===== src/rtl/spi_rdid_slave.sv =====
// SPI mode-0 responder emulating the RDID path of an M25P16-style flash.
// Optional RDSR (opcode 8'h05) support is enabled by defining SPI_SLAVE_RDSR_EN.
module spi_rdid_slave #(
  parameter logic [23:0] JEDEC_ID   = 24'h202015,
  parameter logic [7:0]  CMD_RDID   = 8'h9F,
  parameter bit          AUTO_REARM = 1'b0
) (
  input  logic       clk,
  input  logic       reset,
  input  logic       SPICLK,
  input  logic       SPIMOSI,
  input  logic       SPISS_N,
`ifdef SPI_SLAVE_RDSR_EN
  input  logic [7:0] status_in,
`endif
  output logic       SPIMISO,
  output logic       cmd_valid,
  output logic [7:0] cmd_byte,
  output logic       busy
);

`ifdef SPI_SLAVE_RDSR_EN
  localparam logic [7:0] CMD_RDSR = 8'h05;
`endif

  typedef enum logic [2:0] {
    S_IDLE,
    S_CMD,
    S_RESP,
    S_RESP_SR,
    S_DONE,
    S_IGNORE
  } state_t;

  state_t      state_q;
  logic [1:0]  sclk_q;
  logic        sclk_prev_q;
  logic [1:0]  mosi_q;
  logic [1:0]  ss_n_q;
  logic [6:0]  cmd_sr_q;
  logic [23:0] id_sr_q;
  logic [4:0]  bit_cnt_q;
  logic        miso_q;
  logic        cmd_valid_q;
  logic [7:0]  cmd_byte_q;

  logic        sclk_s, mosi_s, ss_n_s;
  logic        rise, fall;
  logic [7:0]  cmd_d;
  logic [4:0]  resp_len;

  assign sclk_s = sclk_q[1];
  assign mosi_s = mosi_q[1];
  assign ss_n_s = ss_n_q[1];
  assign rise   = sclk_s & ~sclk_prev_q;
  assign fall   = ~sclk_s & sclk_prev_q;
  assign cmd_d  = {cmd_sr_q, mosi_s};
  // Status responses are one byte long; the ID response is three.
  assign resp_len = (state_q == S_RESP_SR) ? 5'd8 : 5'd24;

  always_ff @(posedge clk) begin
    if (reset) begin
      sclk_q      <= 2'b00;
      sclk_prev_q <= 1'b0;
      mosi_q      <= 2'b00;
      ss_n_q      <= 2'b11;
      state_q     <= S_IDLE;
      cmd_sr_q    <= 7'h00;
      id_sr_q     <= 24'h000000;
      bit_cnt_q   <= 5'd0;
      miso_q      <= 1'b0;
      cmd_valid_q <= 1'b0;
      cmd_byte_q  <= 8'h00;
    end else begin
      sclk_q      <= {sclk_q[0], SPICLK};
      sclk_prev_q <= sclk_s;
      mosi_q      <= {mosi_q[0], SPIMOSI};
      ss_n_q      <= {ss_n_q[0], SPISS_N};
      cmd_valid_q <= 1'b0;

      // Deselect has priority over any SPICLK edge seen in the same clk.
      if (ss_n_s) begin
        state_q   <= S_IDLE;
        miso_q    <= 1'b0;
        bit_cnt_q <= 5'd0;
      end else begin
        case (state_q)
          S_IDLE: begin
            state_q   <= S_CMD;
            bit_cnt_q <= 5'd0;
          end

          S_CMD: begin
            if (rise) begin
              cmd_sr_q <= cmd_d[6:0];
              if (bit_cnt_q == 5'd7) begin
                cmd_byte_q  <= cmd_d;
                cmd_valid_q <= 1'b1;
                bit_cnt_q   <= 5'd0;
                if (cmd_d == CMD_RDID) begin
                  state_q <= S_RESP;
                  id_sr_q <= JEDEC_ID;
                end
`ifdef SPI_SLAVE_RDSR_EN
                else if (cmd_d == CMD_RDSR) begin
                  state_q <= S_RESP_SR;
                  id_sr_q <= {status_in, 16'h0000};
                end
`endif
                else begin
                  state_q <= S_IGNORE;
                end
              end else begin
                bit_cnt_q <= bit_cnt_q + 5'd1;
              end
            end
          end

          S_RESP, S_RESP_SR: begin
            if (fall && (bit_cnt_q != resp_len)) begin
              miso_q    <= id_sr_q[23];
              id_sr_q   <= {id_sr_q[22:0], 1'b0};
              bit_cnt_q <= bit_cnt_q + 5'd1;
            end else if (rise && (bit_cnt_q == resp_len)) begin
              // Master has sampled the last bit on this rise.
              miso_q    <= 1'b0;
              bit_cnt_q <= 5'd0;
              state_q   <= AUTO_REARM ? S_CMD : S_DONE;
            end
          end

          default: begin
            miso_q <= 1'b0;
          end
        endcase
      end
    end
  end

  assign SPIMISO   = miso_q;
  assign cmd_valid = cmd_valid_q;
  assign cmd_byte  = cmd_byte_q;
  assign busy      = (state_q != S_IDLE);

endmodule


===== config.mk =====
export PLATFORM = sky130hd
export DESIGN_NAME = spi_rdid_slave
export DESIGN_NICKNAME = d
export VERILOG_FILES = /design/src/rtl/spi_rdid_slave.sv
export SDC_FILE = /design/constraint.sdc
export NUM_CORES = 1
export LEC_CHECK = 0
export BUFFER_PORTS_ARGS = -buffer_cell sky130_fd_sc_hd__clkbuf_2
export CAP_MARGIN = 15
export CORE_MARGIN = 10
export CORE_UTILIZATION = 30
export DETAILED_ROUTE_END_ITERATION = 7
export PLACE_DENSITY_LB_ADDON = 0.25
export SLEW_MARGIN = 20
export SYNTH_ARGS = -nofsm -noshare
export SYNTH_HDL_FRONTEND = slang
export SYNTH_SLANG_ARGS = --single-unit

===== constraint.sdc =====
create_clock -name clk -period 2.2 [get_ports clk]
set_clock_uncertainty 0.1 [all_clocks]
set_input_delay 0.11 -clock clk [delete_from_list [all_inputs] [get_ports clk]]
set_output_delay 0.11 -clock clk [all_outputs]
set_load 0.05 [all_outputs]

# [After elaboration in Yosys (flattened, before gate mapping)]
# Cells that the tools add are included.
[word_totals] inputBits=5 regBits=56
[op_classes] mux=21 eq_ne=14 bitwise_logic=8 reduce_logical=16 n_addsub=1
[op_table] cell="two-way mux 24 bit" count=4
[op_table] cell="case mux 24 bit (2 select lines)" count=1
[op_table] cell="two-way mux 5 bit" count=5
[op_table] cell="two-way mux 3 bit" count=5
[op_table] cell="case mux 5 bit (3 select lines)" count=1
[op_table] cell="!= test 2 bit (second input constant)" count=6
[op_table] cell="case mux 3 bit (3 select lines)" count=1
[op_table] cell="== test 8 bit (second input constant)" count=1
[op_table] cell="== test 3 x 2 -> 1 bit (second input constant)" count=2
[op_table] cell="inverter 1 bit" count=6
[op_table] cell="AND reduction 3 bit" count=2
[op_table] cell="AND reduction 6 bit" count=1
[op_table] cell="nonzero test 3 bit" count=2
[op_table] cell="OR reduction 2 bit" count=3
[op_table] cell="adder 5 x 1 -> 5 bit (second input constant)" count=1
[op_table] cell="== test 5 x 3 -> 1 bit (second input constant)" count=1
[op_table] cell="== test 5 bit" count=1
[op_table] cell="!= test 5 bit" count=1
[op_table] cell="AND reduction 5 bit" count=1
[op_table] cell="AND reduction 4 bit" count=1
[op_table] cell="OR reduction 4 bit" count=1
[op_table] cell="== test 3 x 1 -> 1 bit (second input constant)" count=1
[op_table] cell="zero test 3 bit" count=1
[op_table] cell="two-way mux 1 bit" count=3
[op_table] cell="6 further kinds" count=8

# [Logic depth before layout (Yosys ltp)]
# Gate-level depths: netlist of run 1.
[logic_depth] ltp_word=7 mapped_depth=8 ltp_nobuf=7

# [Worst setup path before layout of run 1]
# No wires, ideal clock.
[synth_path] path_type="register to register" start="reg bit_cnt_q[0]" end="reg id_sr_q[23]" t_arrival_ns=1.733 setup_slack_ns=0.297 path_stages_with_launch=8 setup_time_ns=0.071 period_less_slack_ns=1.903 cell_sequence="dfxtp_1 -> ha_1 -> and4bb_2 -> nand3_1 -> a211oi_2 -> buf_4 -> nand3_1 -> a21oi_1"
[synth_via] elab_chain_cells=4 elab_cells_between_ends=6 cone_classes="eq/ne: 4; reduce/logical: 2"
[synth_rtl] item="start, declared" line="42" text="logic [4:0] bit_cnt_q;"
[synth_rtl] item="start signal, assigned" line="114" text="bit_cnt_q <= bit_cnt_q + 5'd1;"
[synth_rtl] item="start signal, assigned" line="123" text="bit_cnt_q <= bit_cnt_q + 5'd1;"
[synth_rtl] item="!= test 5 bit" line="120" text="if (fall && (bit_cnt_q != resp_len)) begin"
[synth_rtl] item="logical AND 1 bit" line="120"
[synth_rtl] item="!= test 2 bit (no line)"
[synth_rtl] item="AND reduction 6 bit (no line) *"
[synth_rtl] item="end signal, assigned" line="122" text="id_sr_q <= {id_sr_q[22:0], 1'b0};"
[synth_rtl] item="end, declared" line="41" text="logic [23:0] id_sr_q;"
# Every way passes the cells marked *; elsewhere a longest branch is shown, timed or not.
# A chain may end at the register's enable or synchronous reset.

# [Worst setup path after layout of run 1]
[layout_path] start="reg bit_cnt_q[0]" end="reg id_sr_q[0]"
# The elaborated chain is that of the path after synthesis.

==> results of run 1 <==
## tightest hold or removal path, cell delays in order
cell,delay [ps]
clkbuf_2,100
or2_2,230
a21oi_1,60
## layout make-up
class	count	area (um^2)
Clock inverter	3	47.5
Inverter	5	18.8
Fill cell	760	4690
Clock buffer	5	68.8
Timing Repair Buffer	26	190
Multi-Input combinational cell	181	1070
Tap cell	99	124
Sequential cell	56	1120
## state kept, by name, indices dropped and copies added (netlist names)
signal and count:
SPIMISO 1, state_q 3, sclk_prev_q 1, cmd_byte 8
ss_n_q 2, cmd_valid 1, mosi_q 2, sclk_q 2
bit_cnt_q 5, id_sr_q 24, cmd_sr_q 7
## power by group through the flow
stage	clock, W	sequential (W)	combinational [W]
2_1_floorplan	0	0.00105	0.0000336
3_3_place_gp	0	0.00105	0.0000465
3_5_place_dp	0	0.00105	0.0000469
4_1_cts	0.000715	0.00102	0.0000510
5_1_grt	0.000754	0.00103	0.0000562
6_report	0.000683	0.00102	0.0000503
## layout by cell type, fill, tap and decap left out, drive strengths merged
master / count
or2: 4
nor2b: 9
nand4: 1
ha: 2
nand2: 26
nor4bb: 1
and4: 1
o21ai: 5
a21oi: 29
nand4b: 1
clkinv: 2
nor3: 11
o21bai: 1
o311ai: 1
nand3b: 1
buf: 8
mux2i: 17
nor3b: 1
dlygate4sd3: 3
bufinv: 1
or3b: 1
inv: 5
a211oi: 2
a211o: 4
nor4: 1
o311a: 1
dfxtp: 56
nand2b: 2
and4bb: 2
nand3: 27
nor2: 25
or2b: 1
or3: 2
xnor2: 1
and3: 1
clkbuf: 20
## per-stage QoR
step / utilization (%) / hold WS [ps] / power, W / cells
2_1_floorplan: - / 114 / 0.00108 / 257
3_3_place_gp: 34.0 / 199 / 0.00109 / 364
3_5_place_dp: 34.0 / 200 / 0.00109 / 364
4_1_cts: 36.0 / 120 / 0.00179 / 375
5_1_grt: 36.0 / 148 / 0.00184 / 375
6_report: 36.0 / 130 / 0.00176 / 375
## worst paths after layout
| path | startpoint | to | slack (ps) | cells past startpoint |
|---|---|---|---|---|
| max | bit_cnt_q[0]$_SDFFE_PP0P_ | id_sr_q[0]$_SDFFE_PP0P_ | 160 | 7 |
| min | reset | bit_cnt_q[2]$_SDFFE_PP0P_ | 130 | 3 |
| max reg2reg | bit_cnt_q[0]$_SDFFE_PP0P_ | id_sr_q[0]$_SDFFE_PP0P_ | 160 | 7 |
| min reg2reg | ss_n_q[0]$_SDFF_PP1_ | ss_n_q[1]$_SDFF_PP1_ | 330 | 1 |
## layer usage
metal,GRT usage [%],wire (um),vias up,part of all wire [%]
met5,0,0,-,0
met4,3.19,68,0,1.5
met3,2.16,115,5,2.6
met2,13.0,2020,15,45
met1,10.1,2250,828,51
li1,-,-,921,-
## cell families (layout without fill, tap and decap cells)
family	after synthesis	count (layout)	synth area share, %
AND/OR/NAND/NOR	118	118	26.2
buffers and inverters	20	39	3.96
multiplexers	17	17	7.47
flip-flops	56	56	49.2
XOR/XNOR	1	1	0.385
AO/OA/AOI/OAI	43	43	11.7
adder cells (fa/ha/maj)	2	2	1.10
==> flow_summary_export.csv, run 1 <==
group,metric,value,unit
outcome,status,"finished, final reports clean",
detailed_routing,drc,0,
pwr,power_density,667,nW/um^2
synth,synth_top_area_share,49.2,%
pwr,internal_power,0.00138,W
timing,finalSetupViolCount,0,
synth,seq_area_frac_synth,49.2,%
synth,syn-cell-area,2280,um^2
synth,ys.flop_type,"dfxtp_1",
cts,cts_tree,"built",
cts,root_buffer,"clkbuf_8",
synth,synth_area_leaders,"dfxtp_1, mux2i_1, a21oi_1",
floorplanning,rows,31,
synth,yosysMostFrequentCell,"dfxtp_1",
pwr,p_clk_share,38.9,%
detailed_routing,vias_per_cell,4.72,
synth,yosysWarnings,0,
timing,slew_viol_final,0,
global_route,grt_max_degree,49,
global_route,gr-usage-all-layers,8.10,%
synth,synth_seq_cells,56,
setup_path,cp.buffers_inverters,1,
setup_path,cp_cell_sequence,"ha_1, and4bb_2, nand3_1, a211oi_2, buf_12, nor2_1, a211oi_1",
detailed_routing,drtIter0Drc,91,
synth,synthCells,257,
detailed_routing,num_vias,1769,
cells_and_area,drive_above_1_share,14.9,%
floorplanning,dieArea,11500,um^2
placement,place_ws,184,ps
pwr,combPwrFrac,2.9,%
synth,synth_edf_count,0,
cts,cts.sinks,56,
setup_path,path_max_fanout,25,
pwr,leakagePower,1.05,nW
detailed_routing,drt-total-wl,4.46,mm
timing,fin_setup_tns,0,ps
setup_path,worstSetupStartpointType,"flop",
floorplanning,core,7330,um^2
cts,cts_hold_buf,3,
pwr,vdd_drop_max,0.340,mV
floorplanning,start_util,31.1,%
timing,fmax,0.490,GHz
detailed_routing,drtPass1Iterations,4,
cells_and_area,n_antenna_cell,0,
cells_and_area,fin_area,2640,um^2
timing,tightestPinTransition,517,ps
global_route,antenna_found_initial,0,
setup_path,critPathArrivalTime,2160,ps
setup_path,end_kind,"flop",
cts,clk_path_buf_depth,2,
floorplanning,fp.dieH,107,um
synth,async_flop_share,0,%
synth,yosys.cell_types.count,40,
timing,finalWorstSetupSlack,161,ps
placement,place_congestion,0.805,
setup_path,slowest_delay,420,ps
cts,clk-insertion-delay-late,310,ps
cells_and_area,nets,282,
setup_path,path_class,"reg2reg",
cts,htreeDepth,2,
timing,timing.final.crit_share,92.7,%
synth,avgSynthCellArea,8.86,um^2
placement,dp_hpwl,2.97,mm
setup_path,crit_family,"compound AO/OA/AOI/OAI gates",
pwr,seq_power_share,58.3,%
cts,cts_setup_buffers,0,
synth,synth_fp_nets,264,
global_route,globalRouteOverflowTotal,0,
cts,clk_pin_slew_worst_paths,100,ps
detailed_routing,postRouteAntennaNets,0,
worst_hold_path,min_path_type,"in2reg",
floorplanning,die_w,107,um
cts,post_cts_resize_count,0,
pwr,power.switching,0.000375,W
timing,fin_crit,2040,ps
pwr,switching_share,21.3,%
global_route,grt_pass1_wl,7.89,mm
placement,place_area,2490,um^2
synth,synth_top_cell_by_area,"dfxtp_1",
timing,final-hold-violation-count,0,
timing,grt_setup_unrepaired,"no",
floorplanning,io_pins,16,
synth,synthTopCellsByCount,"dfxtp_1, a21oi_1, nand3_1",
setup_path,cp_slowest_cell,"dfxtp_1",
setup_path,worstPathRequired,2320,ps
cts,cts_buffers,5,
cells_and_area,syn_to_final_growth,15.8,%
global_route,grt_pass1_vias,1743,
job,max_cap_violations,0,
timing,max_slew_margin,65.5,%
detailed_routing,wl_per_cell,11.9,um
placement,numPortBuffers,15,
No activity file was read; power rests on OpenSTA's default activity.
==> inputs of run 2 (changes only) <==
- CORE_UTILIZATION: 30 -> 40
- CTS_CLUSTER_SIZE: unset -> 14
==> run 2 against run 1 <==
Compared with the run above: final cell count shrank 7.7%; core utilization grew 11 points; wire length shrank 5.7%; clock power shrank 18%; first-iteration DRC count shrank 15%; non-clock buffer count shrank 1; combinational power shrank 3%; global-route usage grew 1.6 points; cell area shrank 2.8%; critical path type unchanged; largest cell class unchanged.
==> flow_summary_export.csv, run 2 (same netlist as run 1, synthesis figures left out) <==
group,metric,value,unit
setup_path,slowest_delay,410,ps
global_route,use_met3,2.99,%
detailed_routing,drtPass1Iterations,4,
timing,hold_slack,132,ps
global_route,grt_max_degree,49,
setup_path,cp.buffers_inverters,1,
cts,cts_hold_buf,3,
setup_path,r2r_slack,180,ps
floorplanning,io_pins,16,
setup_path,rr_endpoint,"id_sr_q[0]$_SDFFE_PP0P_",
timing,grt_setup_unrepaired,"no",
pwr,leakagePower,1.02,nW
cells_and_area,drive_above_1_share,14.2,%
pwr,total_power,0.00163,W
cts,cts_tree,"built",
global_route,globalRouteOverflowTotal,0,
cells_and_area,mostFrequentLayoutCell,"dfxtp_1",
cts,cts_setup_buffers,0,
timing,max_slew_margin,67.2,%
cells_and_area,mostFrequentLayoutCells,"dfxtp_1, a21oi_1, nand3_1",
global_route,antenna_found_initial,0,
timing,fmax,0.494,GHz
floorplanning,die_w,95.5,um
detailed_routing,drc,0,
setup_path,worstSetupStartpointType,"flop",
global_route,grt_pass1_wl,7.27,mm
cells_and_area,largest_reg_flops,24,
timing,tightestPinTransition,492,ps
cts,root_buffer,"clkbuf_8",
pwr,power.switching,0.000370,W
floorplanning,fp.dieH,95.5,um
floorplanning,rows,27,
placement,place_ws,211,ps
cells_and_area,nets,281,
cells_and_area,ff_latch_area,1120,um^2
detailed_routing,wl_per_cell,12.2,um
setup_path,worstPathRequired,2330,ps
cts,post_cts_resize_count,0,
timing,finalWorstSetupSlack,176,ps
setup_path,cp_cell_sequence,"ha_1, and4bb_2, nand3_1, a211oi_2, buf_12, nor2_1, a211oi_1",
setup_path,r2r-start,"bit_cnt_q[0]$_SDFFE_PP0P_",
global_route,grt_use_met2,14.4,%
timing,fin_crit,2020,ps
placement,place_congestion,0.796,
setup_path,reg2reg_depth,7,
pwr,combPwrFrac,3.0,%
setup_path,end_kind,"flop",
worst_hold_path,worstHoldStart,"reset",
pwr,p_clk_share,34.2,%
cells_and_area,regMostFlops,"id_sr_q",
timing,fin_setup_tns,0,ps
outcome,status,"finished, final reports clean",
pwr,power_density,636,nW/um^2
cells_and_area,n_antenna_cell,0,
cells_and_area,utilization,46.6,%
detailed_routing,drt-total-wl,4.21,mm
detailed_routing,postRouteAntennaNets,0,
pwr,seq_power_share,62.8,%
detailed_routing,num_vias,1786,
cts,cts.sinks,56,
worst_hold_path,min_to,"bit_cnt_q[1]$_SDFFE_PP0P_",
cts,cts_buffers,5,
floorplanning,core,5510,um^2
timing,final-hold-violation-count,0,
global_route,grt_pass1_vias,1569,
detailed_routing,drtIter0Drc,77,
worst_hold_path,min_path_type,"in2reg",
setup_path,path_max_fanout,25,
worst_hold_path,holdPathStages,3,
setup_path,critPathArrivalTime,2150,ps
cts,htreeDepth,2,
detailed_routing,vias_per_cell,5.16,
global_route,global_route.peak_usage_layer,"met2",
cells_and_area,syn_to_final_growth,12.6,%
setup_path,path_class,"reg2reg",
floorplanning,start_util,41.4,%
global_route,gr-usage-all-layers,9.74,%
pwr,switching_share,22.7,%
setup_path,cp_slowest_cell,"dfxtp_1",
pwr,vdd_drop_max,0.380,mV
timing,finalSetupViolCount,0,
cts,clk_pin_slew_worst_paths,100,ps
placement,dp_hpwl,2.75,mm
floorplanning,dieArea,9110,um^2
cells_and_area,nFillCells,535,
timing,timing.final.crit_share,92.0,%
job,max_cap_violations,0,
timing,slew_viol_final,0,
cells_and_area,multi_input_area,1070,um^2
setup_path,crit_family,"compound AO/OA/AOI/OAI gates",
pwr,internal_power,0.00126,W
cts,clk-insertion-delay-late,310,ps
global_route,gr-usage-met1,12.8,%
cts,clk_path_buf_depth,2,
placement,numPortBuffers,15,
[run 2: cell types whose count changed in the layout (fill, tap and decap cells not counted)]
| cell | delta |
|---|---|
| clkinv_4 | -2 |
| buf_4 | -1 |
| bufinv_16 | -1 |
| clkinvlp_4 | +1 |
| inv_6 | +1 |
[run 2: worst min-delay path, delay by kind of cell]
| family | cells | cell delay, ps |
|---|---|---|
| simple gates | 1 | 230 |
| compound gates | 1 | 60 |
| buf+inv | 1 | 100 |
[run 2: cell type report]
cell class	count	share of cell area [%]
Multi-Input combinational cell	181	41.6
Inverter	5	0.732
Tap cell	72	3.51
Clock buffer	5	2.68
Clock inverter	2	0.634
Sequential cell	56	43.7
Timing Repair Buffer	25	7.13
[run 2: how the worst max path moves through the flow]
stage | cells after the start | start | to | slack, ps
global placement | 7 | bit_cnt_q[0]$_SDFFE_PP0P_ | id_sr_q[0]$_SDFFE_PP0P_ | 250
CTS | 7 | bit_cnt_q[0]$_SDFFE_PP0P_ | id_sr_q[0]$_SDFFE_PP0P_ | 180
floorplan | 7 | bit_cnt_q[0]$_SDFFE_PP0P_ | id_sr_q[23]$_SDFFE_PP0P_ | 300
detailed placement | 7 | bit_cnt_q[0]$_SDFFE_PP0P_ | id_sr_q[0]$_SDFFE_PP0P_ | 210
finish | 7 | bit_cnt_q[0]$_SDFFE_PP0P_ | id_sr_q[0]$_SDFFE_PP0P_ | 180
global route | 7 | bit_cnt_q[0]$_SDFFE_PP0P_ | id_sr_q[0]$_SDFFE_PP0P_ | 30
[run 2: power groups by stage]
stage	Clock, W	Combinational, W	Sequential [W]
floorplan	0	0.0000336	0.00105
global placement	0	0.0000452	0.00105
detailed placement	0	0.0000448	0.00105
CTS	0.000580	0.0000491	0.00102
global route	0.000615	0.0000545	0.00103
finish	0.000559	0.0000489	0.00102
[run 2: per-stage QoR]
step                cells  cell area (um^2)
global placement      336              2450
floorplan             257              2280
detailed placement    336              2450
finish                346              2560
global route          346              2560
CTS                   346              2560
[run 2: routing by layer]
layer	part of all wire, %	vias up
met2	44	25
met1	51	832
met5	0	-
met4	1.7	0
met3	3.6	7
li1	-	922
